--- config.mk ---
export PLATFORM = sky130hd
export DESIGN_NAME = mem_port_arbiter
export DESIGN_NICKNAME = d
export VERILOG_FILES = /design/src/rtl/mem_port_arbiter.sv
export SDC_FILE = /design/constraint.sdc
export NUM_CORES = 1
export LEC_CHECK = 0
export ABC_AREA = 1
export ABC_CLOCK_PERIOD_IN_PS = 1200
export CAP_MARGIN = 20
export CORE_AREA = 4 4 103 105
export DETAILED_ROUTE_END_ITERATION = 7
export DIE_AREA = 0 0 107 109
export GPL_ROUTABILITY_DRIVEN = 0
export PLACE_DENSITY_LB_ADDON = 0.3
export SYNTH_ARGS = -nofsm -noshare
export SYNTH_HDL_FRONTEND = slang
export SYNTH_SLANG_ARGS = --single-unit
--- constraint.sdc ---
create_clock -name clk -period 1.2 [get_ports clk]
set_input_delay 0.24 -clock clk [delete_from_list [all_inputs] [get_ports clk]]
set_output_delay 0.24 -clock clk [all_outputs]
set_load 0.01 [all_outputs]
--- src/rtl/mem_port_arbiter.sv ---
// Two-master (fetch/data) arbiter onto a single-cycle-latency memory port.
// Define MEM_ARB_RR_EN for round-robin contention; default is data-priority with a fetch starvation limit.
module mem_port_arbiter #(
    parameter int XLEN     = 32,
    parameter int AW       = 32,
    parameter int MAX_WAIT = 4
) (
    input  logic            clk,
    input  logic            reset,
    input  logic            if_req,
    input  logic [AW-1:0]   if_addr,
    output logic            if_gnt,
    output logic            if_rvalid,
    output logic [XLEN-1:0] if_rdata,
    input  logic            d_req,
    input  logic            d_we,
    input  logic [AW-1:0]   d_addr,
    input  logic [XLEN-1:0] d_wdata,
    output logic            d_gnt,
    output logic            d_rvalid,
    output logic [XLEN-1:0] d_rdata,
    output logic            mem_req,
    output logic            mem_we,
    output logic [AW-1:0]   mem_addr,
    output logic [XLEN-1:0] mem_wdata,
    input  logic [XLEN-1:0] mem_rdata
);

    localparam logic [3:0] LP_MAX_WAIT = 4'(MAX_WAIT);

    logic [3:0] r_wait_cnt;
    logic       r_rd_pending;
    logic       r_owner_is_data;
    logic       r_last_grant;   // 1 = data was granted last
    logic       w_data_wins;
    logic       w_if_gnt;
    logic       w_d_gnt;
    logic       w_any_gnt;

    always_comb begin
        w_data_wins = 1'b1;
`ifdef MEM_ARB_RR_EN
        w_data_wins = ~r_last_grant;
`else
        w_data_wins = (r_wait_cnt < LP_MAX_WAIT);
`endif
        w_if_gnt = 1'b0;
        w_d_gnt  = 1'b0;
        // Grants are forced low while reset is held, since they are combinational.
        if (!reset) begin
            if (if_req && d_req) begin
                w_d_gnt  = w_data_wins;
                w_if_gnt = ~w_data_wins;
            end else begin
                w_if_gnt = if_req;
                w_d_gnt  = d_req;
            end
        end
    end

    assign w_any_gnt = w_if_gnt | w_d_gnt;

    always_ff @(posedge clk or posedge reset) begin
        if (reset) begin
            r_wait_cnt      <= 4'd0;
            r_rd_pending    <= 1'b0;
            r_owner_is_data <= 1'b0;
            r_last_grant    <= 1'b0;
        end else begin
            r_rd_pending    <= w_if_gnt | (w_d_gnt & ~d_we);
            r_owner_is_data <= w_any_gnt ? w_d_gnt : r_owner_is_data;
            r_last_grant    <= w_any_gnt ? w_d_gnt : r_last_grant;
`ifdef MEM_ARB_RR_EN
            r_wait_cnt      <= 4'd0;
`else
            if (if_req && !w_if_gnt)
                r_wait_cnt <= (r_wait_cnt >= LP_MAX_WAIT) ? LP_MAX_WAIT : r_wait_cnt + 4'd1;
            else
                r_wait_cnt <= 4'd0;
`endif
        end
    end

    assign if_gnt    = w_if_gnt;
    assign d_gnt     = w_d_gnt;
    assign mem_req   = w_any_gnt;
    assign mem_we    = w_d_gnt & d_we;
    assign mem_addr  = w_d_gnt ? d_addr : (w_if_gnt ? if_addr : '0);
    assign mem_wdata = w_d_gnt ? d_wdata : '0;

    assign if_rvalid = r_rd_pending & ~r_owner_is_data;
    assign d_rvalid  = r_rd_pending & r_owner_is_data;
    assign if_rdata  = mem_rdata;
    assign d_rdata   = mem_rdata;

endmodule

== After elaboration in Yosys (flattened, before gate mapping) ==
Index checks and enable logic that the tools add are counted.
Word-level totals
  bits in read-only memories: 0
  output and inout port bits: 134
  bits in latches: 0
  word-level logic and storage cells: 27
  register bits: 6
  memories kept: 0
  bits in writable memories: 0
Operators by class
  magnitude comparators: 2
  bitwise logic cells: 9
  reduce and logical (&&, ||, !) cells: 3
  equal/unequal tests: 0
  shifts and indexed selects: 0
  $mul: 0
  mux-type cells: 9
  add/sub/neg operators: 1
  divide/modulo/power cells: 0
Operator list (number)
  2-to-1 mux 32 bit: 3
  2-to-1 mux 4 bit: 2
  adder 4 x 1 -> 4 bit (second input constant): 1
  AND 1 bit: 4
  greater-or-equal comparator 4 x 3 -> 1 bit (second input constant): 1
  < comparator 4 x 3 -> 1 bit (second input constant): 1
  2-to-1 mux 1 bit: 4
  inverter 1 bit: 3
  logical AND 1 bit: 2
  bitwise OR 1 bit: 2
  logical NOT 1 bit: 1

== Longest topological paths before layout ==
Gate-level depths: netlist of run 1.
  depth after elaboration: 7
  gate-level depth with buffers: 6

== Worst setup path after synthesis of run 1 ==
No wires, ideal clock.
  kind: reg2out
  from: reg r_wait_cnt[2]
  to: out mem_wdata[20]
  stages on the path, launching flop included: 7
  setup slack: -0.013 ns
  data arrival time: 0.973 ns
  path through: dfrtp_1 > inv_1 > nand2_1 > nand2_2 > nand2_4 > buf_6 > nor2_1
Between the ends
  longest elaborated chain between the ends: 4
Ends and longest elaborated chain
  from (decl): line 31  | logic [3:0] r_wait_cnt;
  from (signal assigned): line 77  | r_wait_cnt <= (r_wait_cnt >= LP_MAX_WAIT) ? LP_MAX_WAIT : r_wait_cnt + 4'd1;
  < comparator 4 x 3 -> 1 bit: line 45  | w_data_wins = (r_wait_cnt < LP_MAX_WAIT);
  2-to-1 mux 1 bit: line 51  | if (if_req && d_req) begin
  2-to-1 mux 1 bit: line 50  | if (!reset) begin
  2-to-1 mux 32 bit: line 89  | assign mem_wdata = w_d_gnt ? d_wdata : '0;
  to (decl): line 25  | output logic [XLEN-1:0] mem_wdata,
No other way between the ends.

== Worst setup path after layout of run 1 ==
  from: reg r_wait_cnt[2]
  to: out mem_addr[18]
Between the ends
  longest elaborated chain between the ends: 6
Ends and longest elaborated chain
  < comparator 4 x 3 -> 1 bit (*): line 45
  inverter 1 bit: line 53  | w_if_gnt = ~w_data_wins;
  2-to-1 mux 1 bit: line 51
  2-to-1 mux 1 bit: line 50
  2-to-1 mux 32 bit: line 88  | assign mem_addr = w_d_gnt ? d_addr : (w_if_gnt ? if_addr : '0);
  2-to-1 mux 32 bit (*): line 88
  to (decl): line 24  | output logic [AW-1:0] mem_addr,
Mark *: on every way between the ends. The rest lies on a longest branch, timed or not.

==> results.ini, run 1 <==
[cts]
ctsRootBufferMaster=clkbuf_8
cts_tree=built
clock_latency_ns=0.22
cts_buffers=3
cts_sinks=6
clock_path_buffers=2
clk_pin_slew_ns=0.04
cts_hold_buf=0
htreeDepth=1

[timing]
rsz0062_at_grt=yes
fin_ws_ns=-0.524
maxSlewViolCount=0
timing.final.crit_share=1.44
fmax_mhz=580
hold_viol_final=0
finalSetupViolCount=69
whs_ns=0.120
fin_skew_ns=0.00209
finalCriticalPeriod_ns=1.72

[logic_synthesis]
syn_area_um2=1580
syn-num-nets=414
synthCells=280
yosysWarnings=0
synth_fa_ha_area_frac=0.00794
synth_top_area_cell=buf_4
synth_xor_area_frac=0
synth_compound_area_frac=0.00476
yosysTopAreaCellShare=0.319
yosysSeqAreaShare=0.0952
yosys.area_share.simple=0.417
synth_cell_types=15
syn_avg_cell_area_um2=5.63
ys_ff_latch=6
synth_top_family_by_area=buffers and inverters
yosys-top-cells-area=buf_4 (32%), nand3_1 (21%), dfrtp_1 (9.5%)
synth_mux_area_frac=0

[route]
drt.antenna.violating_nets=0
drt-wirelength-per-cell_um=17.1
drc=0
drtIter0Drc=52
wl_um=9410
num_vias=2257
wl_met2_um=4680
first_pass_iters=4
avgViaCountPerCell=4.10
top_layer=met4
wl_met1_um=3640
wl_met3_um=841

[finish]
diodes=0
layout-drive-gt1-share=0.422
layout_commonest_cell=clkdlybuf4s50_1
fillerInstances=1056
final_nets=553
area_delta_synth_final_pct=123
most-common-layout-cells=clkdlybuf4s50_1 (97), buf_2 (61), inv_1 (40)
fin_area_um2=3520
instances_no_fill=550

[worst_setup_path]
critPathArrivalTime_ns=1.48
rr_worst_depth=13
crit_path_start_kind=flop
criticalPathCategory=flop to output pin
worstPathMaxFanout=7
startpoint=r_wait_cnt[2]
r2r-start=r_wait_cnt[3]
endpoint_kind=output pin
cp.required_ns=0.96

[placement]
placed_area_um2=3020
place_ws_ns=-0.927
hpwl_um=5740
portBuffers=170
dp.cells=517

[outcome]
violations=negative setup slack
outcome=finished with violations

[floorplanning]
coreArea_um2=9640
fp.dieH_um=109
die_w_um=107
die_area_um2=11700
rows=36
io_pins=267
initial_utilization=0.164

[grt]
grt_pass1_wl_um=12300
antenna_found_initial=0
overflow=0
first_global_vias=2301
grt.total_usage=0.135
grt_max_degree=35

[pwr]
irDropWorstVdd_mv=0.302
p_leak_nw=1.88
p_per_area_nw_per_um2=501

[flow_run]
drv_cap=0

[worst_hold_path]
hp-class=input port to asynchronous set/reset pin

## worst paths after layout
path                                    to  slack (ns)
hold reg to reg              r_wait_cnt[0]        0.43
max in group asynchronous  r_owner_is_data        0.96
hold / removal               r_wait_cnt[2]        0.12
setup / recovery              mem_addr[18]       -0.52
setup reg to reg             r_wait_cnt[2]       -0.50
min in group clk             r_wait_cnt[2]        0.32
## timing repair
item,CTS,global route
resized for setup,333,44
gates cloned,7,5
setup buffers,13,8
pin swaps,10,16
endpoints found under the setup margin,72,71
## cell usage after synthesis (all sizes together)
master / n
dfrtp: 6
conb: 1
inv: 43
o211ai: 1
ha: 1
nand3: 66
nor2: 39
nand2: 44
buf: 79
## worst max-delay path: stages (launching register included)
cell and delay [ns]:
dfrtp_1 0.38, inv_1 0.07, nand2_2 0.09, nand2_4 0.10, buf_12 0.15, buf_16 0.14, buf_12 0.12, nand3_2 0.04
nand2_1 0.04, buf_2 0.13
## where the power goes
part	switching (mW)	leakage [nW]	internal (mW)	total (mW)
Combinational	0.513	1.78	0.722	1.23
Sequential	0.00945	0.0772	0.217	0.226
Clock	0.0872	0.0216	0.216	0.303
Total	0.610	1.88	1.15	1.76
## registers in the layout, summed over array words and instances (netlist names)
signal	flops
r_wait_cnt	4
r_owner_is_data	1
r_rd_pending	1
## final cells by class
type                    count  area [µm²]  share of cell area
multi-input cells         152         923               0.262
flip-flops and latches      6         150              0.0427
clock buffers               3        41.3              0.0117
repair buffers            213        2070               0.587
well taps                 133         166              0.0473
inverters                  43         171              0.0487
## logic make-up (layout without fill, tap and decap cells)
kind of cell	Yosys count	in the layout
adder cells (fa/ha/maj)	1	1
flip-flops	6	6
buffers and inverters	122	259
AND/OR/NAND/NOR	149	149
AO/OA/AOI/OAI	1	1
other	1	1
## metrics by stage
stage               utilization  setup TNS (ns)  power, mW
CTS                       0.338          -27.34       1.67
global route              0.365          -36.33       1.87
global placement          0.314          -59.98       1.21
floorplan                     -          -0.373      0.756
finish                    0.365          -30.50       1.76
detailed placement        0.314          -60.98       1.21
## routing by layer
metal	up-vias	GRT usage
met5	-	0
met4	0	0.0511
met3	33	0.0355
met2	138	0.241
met1	1021	0.155
li1	1065	-
(Power assumes the default switching activity.)
==> run 2: changes to the inputs <==
--- a/config.mk
+++ b/config.mk
@@ -12,6 +12,7 @@
 export DETAILED_ROUTE_END_ITERATION = 7
 export DIE_AREA = 0 0 107 109
 export GPL_ROUTABILITY_DRIVEN = 0
+export GPL_TIMING_DRIVEN = 0
 export PLACE_DENSITY_LB_ADDON = 0.3
 export SYNTH_ARGS = -nofsm -noshare
 export SYNTH_HDL_FRONTEND = slang
==> results.ini, run 2 (synthesis gave the netlist of run 1 again) <==
[outcome]
outcome=finished with violations
violations=negative setup slack

[timing]
finalSetupViolCount=68
fin_skew_ns=0.00307
rsz0062_at_grt=yes
hold_viol_final=0
fin_ws_ns=-0.469
fmax_mhz=599
finalCriticalPeriod_ns=1.67
timing.final.crit_share=1.39
maxSlewViolCount=0

[placement]
portBuffers=234
hpwl_um=7530
placed_area_um2=4090

[pwr]
internal_power_mw=1.42
swShare=0.341
seq_power_share=0.106
clkPwrFrac=0.136
power_frac_comb=0.758
irDropWorstVdd_mv=0.346
netSwitchingPower_mw=0.734
total_power_mw=2.15
p_per_area_nw_per_um2=456
p_leak_nw=2.37

[finish]
layout_commonest_cell=clkdlybuf4s50_1
largestRegisters=r_wait_cnt: 4 flops, r_owner_is_data: 1 flops, r_rd_pending: 1 flops
diodes=0
largest_reg_flops=4
most-common-layout-cells=clkdlybuf4s50_1 (161), buf_4 (78), buf_6 (47)
final_nets=683
top_register=r_wait_cnt
fin_area_um2=4720
area_delta_synth_final_pct=199
layout-drive-gt1-share=0.488

[worst_setup_path]
r2r-start=r_wait_cnt[2]
cp.required_ns=0.96
endpoint_kind=output pin
crit_path_start_kind=flop
startpoint=r_wait_cnt[3]
critPathArrivalTime_ns=1.43
worstPathMaxFanout=10
criticalPathCategory=flop to output pin
r2r_setup_slack_ns=0

[cts]
cts_tree=built
clk_pin_slew_ns=0.04
htreeDepth=1
clock_path_buffers=2
clock_latency_ns=0.22
cts_buffers=3
ctsRootBufferMaster=clkbuf_8
cts_sinks=6

[route]
num_vias=2714
first_pass_iters=6
drtIter0Drc=87
drt-wirelength-per-cell_um=14.3
drt.antenna.violating_nets=0
wl_um=9740
drc=0
avgViaCountPerCell=3.99

[floorplanning]
initial_utilization=0.164
coreArea_um2=9640
die_area_um2=11700
rows=36
die_w_um=107
fp.dieH_um=109
io_pins=267

[worst_hold_path]
hp-class=input port to asynchronous set/reset pin

[grt]
grt_max_degree=11
grt.total_usage=0.140
antenna_found_initial=0
overflow=0
grt_pass1_wl_um=13300
first_global_vias=2684

[flow_run]
drv_cap=0

[run 2: cell count changes in the layout (fill, tap and decap cells not counted), sizes merged]
cell,delta
buf,+68
bufbuf,-1
clkbuf,-4
clkdlybuf4s50,+64
nand2,+3
[run 2: critical path: stages (launching register included)]
cell     delay (ns)
dfrtp_1        0.41
inv_2          0.09
nand2_4        0.09
nand2_8        0.15
nand2_8        0.09
buf_12         0.16
nor2_2         0.08
buf_2          0.13
[run 2: layout make-up]
| cell class | instances | area, µm² |
|---|---|---|
| Sequential cell | 6 | 150 |
| Clock buffer | 3 | 41.3 |
| Inverter | 43 | 171 |
| Multi-Input combinational cell | 155 | 1120 |
| Fill cell | 1007 | 4920 |
| Buffer | 79 | 662 |
| Timing Repair Buffer | 261 | 2410 |
| Tap cell | 133 | 166 |
[run 2: per-stage QoR]
stage,utilization,instances,hold WS [ns],setup TNS (ns),setup slack (ns)
global route,0.490,680,0.137,-31.13,-0.532
global placement,0.424,647,0.420,-70.44,-1.08
finish,0.490,680,0.115,-27.19,-0.469
CTS,0.444,671,0.112,-26.75,-0.463
detailed placement,0.424,647,0.429,-72.19,-1.11
floorplan,-,280,0.0150,-0.373,-0.0133
[run 2: final timing paths]
check	end	cells past startpoint
min in group clk	r_wait_cnt[2]	3
hold reg to reg	r_wait_cnt[0]	1
setup / recovery	mem_wdata[4]	7
max in group asynchronous	r_wait_cnt[1]	3
setup reg to reg	r_rd_pending	7
hold / removal	r_wait_cnt[3]	3
[run 2: routing by layer]
metal,track usage,up-vias,share of wire
met5,0,-,0
met4,0.0210,0,0.010
met3,0.0409,10,0.10
met2,0.271,161,0.53
met1,0.153,1214,0.36
li1,-,1329,-
[run 2: repair_timing]
item	CTS	global route
hold buffers	0	0
pin swaps	17	24
buffers inserted	12	8
gates cloned	9	1
gates resized for setup	362	98
endpoints found under the hold margin	0	0
setup endpoints to repair	72	69
[run 2: power groups by stage]
stage | Sequential, mW | Combinational, mW | Clock (mW)
final | 0.228 | 1.63 | 0.293
after global routing | 0.230 | 1.75 | 0.314
after floorplan | 0.225 | 0.531 | 0
after CTS | 0.227 | 1.48 | 0.297
after detailed placement | 0.227 | 1.40 | 0
after global placement | 0.226 | 1.38 | 0
==> run 3: changes to the inputs <==
--- a/config.mk
+++ b/config.mk
@@ -8,9 +8,9 @@
 export ABC_AREA = 1
 export ABC_CLOCK_PERIOD_IN_PS = 1200
 export CAP_MARGIN = 20
-export CORE_AREA = 4 4 103 105
+export CORE_AREA = 2 2 103 105
 export DETAILED_ROUTE_END_ITERATION = 7
-export DIE_AREA = 0 0 107 109
+export DIE_AREA = 0 0 105 107
 export GPL_ROUTABILITY_DRIVEN = 0
 export GPL_TIMING_DRIVEN = 0
 export PLACE_DENSITY_LB_ADDON = 0.3
==> results.ini, run 3 (synthesis gave the netlist of run 1 again) <==
[grt]
grt_max_degree=11
antenna_found_initial=0
grt_pass1_wl_um=13000
grt.total_usage=0.140
first_global_vias=2644
overflow=0

[timing]
fmax_mhz=593
rsz0062_at_grt=yes
whs_ns=0.274
finalSetupViolCount=67
fin_ws_ns=-0.485
fin_skew_ns=0.00274
timing.final.crit_share=1.40
hold_viol_final=0
maxSlewViolCount=0
finalCriticalPeriod_ns=1.69

[worst_hold_path]
hp-class=input port to asynchronous set/reset pin

[worst_setup_path]
crit_family=buffers and inverters
criticalPathCategory=flop to output pin
endpoint_kind=output pin
rr_worst_depth=7
worstPathCellList=inv_1, nand2_2, nand2_8, buf_6, buf_6, nand3_2, nand2_1, buf_2
crit_buf_inv=4
critPathArrivalTime_ns=1.45
startpoint=r_wait_cnt[2]
slowest_delay_ns=0.38
r2r_setup_slack_ns=0
rr_endpoint=r_owner_is_data
cp.required_ns=0.96
cp_common_cell=buf_6
r2r-start=r_wait_cnt[3]
worstPathMaxFanout=7
slowest_stage=dfrtp_1
crit_path_start_kind=flop

[route]
wl_um=9030
avgViaCountPerCell=3.93
drt-wirelength-per-cell_um=13.3
drt.antenna.violating_nets=0
drtIter0Drc=96
first_pass_iters=3
drc=0
num_vias=2670

[finish]
area_delta_synth_final_pct=193
top_register=r_wait_cnt
diodes=0
layout_commonest_cell=clkdlybuf4s50_1
instances_no_fill=679
fillerInstances=1050
most-common-layout-cells=clkdlybuf4s50_1 (161), buf_4 (76), buf_2 (50)
layout-drive-gt1-share=0.473
final_nets=679
largestRegisters=r_wait_cnt: 4 flops, r_owner_is_data: 1 flops, r_rd_pending: 1 flops
final_util=0.458
largest_reg_flops=4

[floorplanning]
fp.dieH_um=107
die_area_um2=11200
io_pins=267
die_w_um=105
rows=37
coreArea_um2=10100
initial_utilization=0.156

[cts]
cts_tree=built
cts_buffers=3
clk_pin_slew_ns=0.04
ctsRootBufferMaster=clkbuf_8
cts_hold_buf=0
clock_latency_ns=0.22
cts_sinks=6
htreeDepth=1
clock_path_buffers=2

[pwr]
netSwitchingPower_mw=0.715
irDropWorstVdd_mv=0.293
p_per_area_nw_per_um2=457
seq_power_share=0.107
swShare=0.339
p_leak_nw=2.35
power_frac_comb=0.748
internal_power_mw=1.40
clkPwrFrac=0.145

[placement]
portBuffers=234
hpwl_um=7100
place_ws_ns=-1.18
dp.cells=650

[outcome]
outcome=finished with violations
violations=negative setup slack

[flow_run]
drv_cap=0

run 3: final cells by class:
class | count | area (µm²) | share of cell area
buffer | 79 | 658 | 0.142
inverter | 43 | 171 | 0.0371
multi-input combinational | 152 | 1040 | 0.225
sequential | 6 | 150 | 0.0325
clock buffer | 3 | 41.3 | 0.00894
timing repair buffer | 260 | 2390 | 0.517
tap | 136 | 170 | 0.0368
run 3: how the worst max path moves through the flow:
stage               depth (start not counted)       endpoint
CTS                                         8   mem_addr[27]
finish                                      8   mem_addr[10]
floorplan                                   6  mem_wdata[20]
global route                                7   mem_addr[13]
global placement                            8   mem_wdata[9]
detailed placement                          8   mem_wdata[9]
run 3: per-layer routing:
layer	wire [µm]	GRT usage	vias to the layer above
li1	-	-	1314
met2	4920	0.280	158
met4	37	0.0238	0
met1	3240	0.148	1193
met3	837	0.0371	5
met5	0	0	-
run 3: worst min-delay path, cell delays in order:
cell	delay, ns
dlygate4sd2_1	0.27
inv_4	0.08
buf_4	0.11
buf_4	0.11
run 3: power groups by stage:
stage                     registers (mW)  clock network (mW)  logic, mW
final                              0.225               0.306       1.58
after global routing               0.228               0.328       1.68
after floorplan                    0.225                   0      0.531
after detailed placement           0.227                   0       1.39
after CTS                          0.225               0.307       1.48
after global placement             0.226                   0       1.38
run 3: metrics by stage:
| stage | total power [mW] | area [µm²] | TNS (ns) |
|---|---|---|---|
| 4_1_cts | 2.02 | 4330 | -27.48 |
| 2_1_floorplan | 0.756 | 1580 | -0.373 |
| 5_1_grt | 2.23 | 4620 | -32.94 |
| 3_3_place_gp | 1.60 | 4090 | -70.25 |
| 3_5_place_dp | 1.62 | 4090 | -74.07 |
| 6_report | 2.11 | 4620 | -28.54 |
run 3: timing repair:
item | 4_1_cts | 5_1_grt
setup buffers | 20 | 1
pin swaps | 17 | 10
gates cloned | 4 | 1
resized for setup | 372 | 69
endpoints found under the hold margin | 0 | 0
endpoints found under the setup margin | 72 | 70
